[config.mk]
export PLATFORM = sky130hd
export DESIGN_NAME = sram_burst_reader
export DESIGN_NICKNAME = d
export VERILOG_FILES = /design/src/rtl/sram_burst_reader.sv
export SDC_FILE = /design/constraint.sdc
export NUM_CORES = 1
export LEC_CHECK = 0
export BUFFER_PORTS_ARGS = -buffer_cell sky130_fd_sc_hd__buf_2
export CORE_UTILIZATION = 57
export CTS_CLUSTER_DIAMETER = 150
export DETAILED_ROUTE_END_ITERATION = 10
export GPL_TIMING_DRIVEN = 0
export PLACE_DENSITY = 0.8
export SETUP_SLACK_MARGIN = 0.15
export SYNTH_ARGS = -nofsm -noshare
export SYNTH_HDL_FRONTEND = slang
export SYNTH_SLANG_ARGS = --single-unit
export TNS_END_PERCENT = 50
[constraint.sdc]
create_clock -name rclk -period 4.3 [get_ports rclk]
set_input_delay 0 -clock rclk [delete_from_list [all_inputs] [get_ports rclk]]
set_output_delay 0 -clock rclk [all_outputs]
set_load 0.01 [all_outputs]
[src/rtl/sram_burst_reader.sv]
// Two-entry-or-deeper synchronous FIFO used as the beat buffer.
// Latency: a push is visible at pop_vld the cycle after the push edge.
// Backpressure: caller must not push when full; pop only when pop_vld & pop_rdy.
module sync_fifo #(
    parameter int WIDTH = 8,
    parameter int DEPTH = 2,
    localparam int PTR_W = (DEPTH > 1) ? $clog2(DEPTH) : 1,
    localparam int CNT_W = $clog2(DEPTH + 1)
) (
    input  logic             clk,
    input  logic             rst,
    input  logic             push_vld,
    input  logic [WIDTH-1:0] push_dat,
    input  logic             pop_rdy,
    output logic             pop_vld,
    output logic [WIDTH-1:0] pop_dat,
    output logic [CNT_W-1:0] count
);
    logic [WIDTH-1:0] mem [DEPTH];
    logic [PTR_W-1:0] wr_ptr;
    logic [PTR_W-1:0] rd_ptr;
    logic             pop;

    assign pop_vld = (count != '0);
    assign pop_dat = mem[rd_ptr];
    assign pop     = pop_vld && pop_rdy;

    always_ff @(posedge clk) begin
        if (rst) begin
            wr_ptr <= '0;
            rd_ptr <= '0;
            count  <= '0;
            for (int i = 0; i < DEPTH; i++) mem[i] <= '0;
        end else begin
            if (push_vld) begin
                mem[wr_ptr] <= push_dat;
                wr_ptr      <= (wr_ptr == PTR_W'(DEPTH - 1)) ? '0 : wr_ptr + PTR_W'(1);
            end
            if (pop)
                rd_ptr <= (rd_ptr == PTR_W'(DEPTH - 1)) ? '0 : rd_ptr + PTR_W'(1);
            count <= count + CNT_W'(push_vld) - CNT_W'(pop);
        end
    end
endmodule

// Burst reader: turns an (addr, len) command into SRAM reads and a valid/ready beat stream.
// Latency: first m_valid two edges after the command-accept edge, then one beat per cycle.
// Backpressure: m_ready low stalls issue once FIFO plus in-flight reads reach two.
module sram_burst_reader #(
    parameter int ADDR_WIDTH = 5,
    parameter int DATA_WIDTH = 16
) (
    input  logic                  rclk,
    input  logic                  rrst,
    input  logic                  cmd_valid,
    output logic                  cmd_ready,
    input  logic [ADDR_WIDTH-1:0] cmd_addr,
    input  logic [ADDR_WIDTH-1:0] cmd_len,
    output logic                  rce,
    output logic                  oe,
    output logic [ADDR_WIDTH-1:0] raddr,
    input  logic [DATA_WIDTH-1:0] dout,
    output logic                  m_valid,
    input  logic                  m_ready,
    output logic [DATA_WIDTH-1:0] m_data,
    output logic                  m_last,
    output logic                  busy
);
    typedef enum logic [1:0] {IDLE, READ, DRAIN} state_t;

    typedef struct packed {
        logic                  last;
        logic [DATA_WIDTH-1:0] data;
    } beat_t;

    state_t                state_q, state_d;
    logic [ADDR_WIDTH-1:0] raddr_q;
    logic [ADDR_WIDTH-1:0] remain_q;
    logic                  pend_q;
    logic                  pend_last_q;
    logic                  issue;
    logic                  accept;
    logic                  pop;
    logic [1:0]            fifo_cnt;
    logic [2:0]            load;
    beat_t                 cap_dat;
    beat_t                 out_dat;

    assign accept  = cmd_valid && cmd_ready;
    assign pop     = m_valid && m_ready;
    assign load    = 3'(fifo_cnt) + 3'(pend_q);
    assign cap_dat = '{last: pend_last_q, data: dout};
    assign raddr   = raddr_q;
    assign m_data  = out_dat.data;
    assign m_last  = out_dat.last;
    // A pending capture keeps the SRAM driving so dout is valid when sampled.
    assign rce     = busy || pend_q;
    assign oe      = rce;

    // A beat leaving this cycle frees its slot, which keeps the burst at one beat per cycle.
    always_comb begin
        state_d   = state_q;
        cmd_ready = 1'b0;
        busy      = 1'b1;
        issue     = 1'b0;
        case (state_q)
            IDLE: begin
                busy      = 1'b0;
                cmd_ready = !rrst;
                if (cmd_valid && !rrst) state_d = READ;
            end
            READ: begin
                issue = (load < 3'd2 + 3'(pop));
                if (issue && remain_q == '0) state_d = DRAIN;
            end
            DRAIN: begin
                if (pop && m_last) state_d = IDLE;
            end
            default: state_d = IDLE;
        endcase
    end

    always_ff @(posedge rclk) begin
        if (rrst) begin
            state_q     <= IDLE;
            raddr_q     <= '0;
            remain_q    <= '0;
            pend_q      <= 1'b0;
            pend_last_q <= 1'b0;
        end else begin
            state_q     <= state_d;
            pend_q      <= issue;
            pend_last_q <= issue && (remain_q == '0);
            if (accept) begin
                raddr_q  <= cmd_addr;
                remain_q <= cmd_len;
            end else if (issue && remain_q != '0) begin
                raddr_q  <= raddr_q + ADDR_WIDTH'(1);
                remain_q <= remain_q - ADDR_WIDTH'(1);
            end
        end
    end

    sync_fifo #(
        .WIDTH ($bits(beat_t)),
        .DEPTH (2)
    ) u_beat_fifo (
        .clk      (rclk),
        .rst      (rrst),
        .push_vld (pend_q),
        .push_dat (cap_dat),
        .pop_rdy  (m_ready),
        .pop_vld  (m_valid),
        .pop_dat  (out_dat),
        .count    (fifo_cnt)
    );
endmodule

==> flow_summary.json <==
{
  "worst-path-max-fanout": 10,
  "grt_pass1_vias": 1622,
  "start_kind": "register",
  "slowest_stage": "buf_1",
  "synth_cells": 202,
  "clk_latency_ns": 0.30,
  "initial_core_util": 0.6041,
  "cts-resized-gates": 0,
  "critPathBufInv": 3,
  "root_buffer": "clkbuf_8",
  "post_synth_num_cell_types": 41,
  "ctsHoldBuffers": 25,
  "io_buffers": 55,
  "min_period_ns": 2.049,
  "fin_crit_sh": 0.4765,
  "drc": 0,
  "yosysWarnings": 0,
  "crit_path_end_kind": "output port",
  "cp_top_family": "buffers and inverters",
  "min_delay_path_depth": 2,
  "core_um2": 4058,
  "synth_nets": 238,
  "final_common_cell": "buf_2",
  "cellPowerDensity_nw_per_um2": 452.8,
  "gp_congestion": 0.7879,
  "overflow": 0,
  "timing.rr.end": "u_beat_fifo.mem[1][10]",
  "n_antenna_cell": 0,
  "rows": 23,
  "ys.flop_type": "edfxtp_1",
  "max-vdd-ir-drop_mv": 0.3541,
  "tns_ns": 0,
  "nNetsFinal": 325,
  "worst_pin_slew_ns": 0.7666,
  "timing.fmax_mhz": 488.1,
  "report.final.hold_viol_count": 1,
  "cts_setup_buffers": 0,
  "rsz0062_at_grt": "false",
  "max_cap_violations": 0,
  "syn_area_um2": 2451,
  "synth-async-reset-ratio": 0,
  "clk_pin_slew_ns": 0.09,
  "totalWireLength_mm": 4.976,
  "layout-drive-gt1-share": 0.3069,
  "r2r_start": "pend_q",
  "die_w_um": 67.58,
  "grt_max_degree": 18,
  "wl_per_cell_um": 14.64,
  "dieHeight_um": 67.58,
  "nFillCells": 269,
  "synth-seq-cells": 53,
  "cts_num_sinks": 53,
  "criticalPathCategory": "reg -> out",
  "min_to": "u_beat_fifo.mem[1][9]",
  "syn_avg_cell_area_um2": 12.13,
  "crit_chain": "clkbuf_1 -> buf_1 -> mux2_2 -> buf_2",
  "p_leak_nw": 1.346,
  "cts_buffer_depth": 2,
  "vias": 1784,
  "setup_violations": 0,
  "grt_pass1_wl_mm": 7.555,
  "required_ns": 4.30,
  "antenna_found_initial": 0,
  "cts_max_level": 2,
  "hp-class": "in -> reg",
  "finClkSkew_ns": 0.003197,
  "detail-route-antenna-nets": 0,
  "hp-start": "dout[9]",
  "syn_to_final_growth_pct": 27.57,
  "status": "finished, violations left",
  "drv_slew": 0,
  "synth-seq-area-share": 0.5717,
  "io_pins": 57,
  "numCtsBuffers": 5,
  "synth_edf_count": 34,
  "cts_tree": "yes",
  "rr_worst_depth": 2,
  "regToRegSetupSlack_ns": 2.31,
  "drt_first_pass_iters": 4,
  "slew_headroom": 0.4878,
  "die_area_um2": 4566,
  "dp_slack_ns": 2.300,
  "setup_slack_ns": 2.251,
  "final_cell_mix": "56 x buf_2, 34 x and2_1, 34 x edfxtp_1, 25 x dlygate4sd3_1, 19 x dfxtp_1",
  "grtUsageTotal": 0.2341,
  "slowest_delay_ns": 0.50,
  "violations": "hold timing",
  "via_per_inst": 5.247,
  "first_iter_violations": 86,
  "worstPathArrival_ns": 2.05,
  "place.detailed.hpwl_mm": 3.293,
  "whs_ns": -0.0004365
}
[where the power goes]
part | internal [mW] | switching, mW
combinational | 0.228 | 0.243
sequential | 0.619 | 0.0531
clock | 0.115 | 0.158
total | 0.962 | 0.454
[final cells by class]
type	count	area, um^2	area share
flip-flops and latches	53	1401	0.4482
multi-input cells	133	984.7	0.3149
repair buffers	80	525.5	0.1681
clock buffers	6	72.57	0.02321
well taps	50	62.56	0.02001
plain buffers	9	38.79	0.01240
inverters	7	26.28	0.008403
clock inverters	2	15.01	0.004802
[sequential cells by signal, summed over array words and instances, names as in the netlist, named ones only]
register / flops
raddr: 5
u_beat_fifo.wr_ptr: 1
pend_q: 1
u_beat_fifo.count: 2
u_beat_fifo.mem: 34
u_beat_fifo.rd_ptr: 1
remain_q: 5
state_q: 2
pend_last_q: 1
[kinds of logic (layout without fill, tap and decap cells)]
logic type,count (synthesis),in the layout,synth area share
simple gates,81,81,0.1965
flops,53,53,0.5717
mux,19,19,0.08627
compound gates,17,17,0.05258
buf+inv,16,104,0.02654
xor+xnor,10,10,0.03573
fa+ha+maj,6,6,0.03063
[synth_stat cells, types with 2 or more instances]
master / count / area share
or2_2: 2 / 0.0051
nand4b_1: 2 / 0.0071
mux2i_1: 2 / 0.0082
nor3b_1: 2 / 0.0061
nand3_1: 6 / 0.012
xnor2_1: 3 / 0.011
dfxtp_1: 19 / 0.16
mux2_2: 17 / 0.078
nand2_1: 5 / 0.0077
inv_1: 7 / 0.011
clkbuf_1: 6 / 0.0092
xor2_1: 7 / 0.025
edfxtp_1: 34 / 0.42
a21oi_1: 2 / 0.0041
nor3_1: 3 / 0.0061
nor2_1: 17 / 0.026
a211oi_1: 6 / 0.018
and2_1: 34 / 0.087
ha_1: 6 / 0.031
[per-stage QoR]
step / std cells / hold slack [ns] / instance area, um^2 / total power [mW] / utilization
after floorplan: 202 / 0.1090 / 2451 / 0.9920 / -
after global placement: 307 / 0.2080 / 2789 / 1.118 / 0.6873
after detailed placement: 307 / 0.2157 / 2789 / 1.134 / 0.6873
after CTS: 340 / 0.003443 / 3127 / 1.422 / 0.7706
after global routing: 340 / 0.001370 / 3127 / 1.500 / 0.7706
final: 340 / -0.0004365 / 3127 / 1.416 / 0.7706
[routing by layer]
layer | wire [um] | track usage
met5 | 0 | 0
met4 | 119 | 0.1223
met3 | 159 | 0.03885
met1 | 2141 | 0.2750
met2 | 2554 | 0.4059
[worst max-delay path by stage]
| stage | start | end | slack [ns] | cells after the start |
|---|---|---|---|---|
| 4_1_cts | register | m_data[1] | 2.22 | 4 |
| 5_1_grt | register | m_data[3] | 2.10 | 4 |
| 3_3_place_gp | pend_q | u_beat_fifo.mem[1][8] | 2.28 | 2 |
| 2_1_floorplan | pend_q | raddr[4] | 2.58 | 6 |
| 6_report | register | m_data[3] | 2.25 | 4 |
| 3_5_place_dp | pend_q | u_beat_fifo.mem[1][8] | 2.30 | 2 |
(Power assumes the default switching activity.)
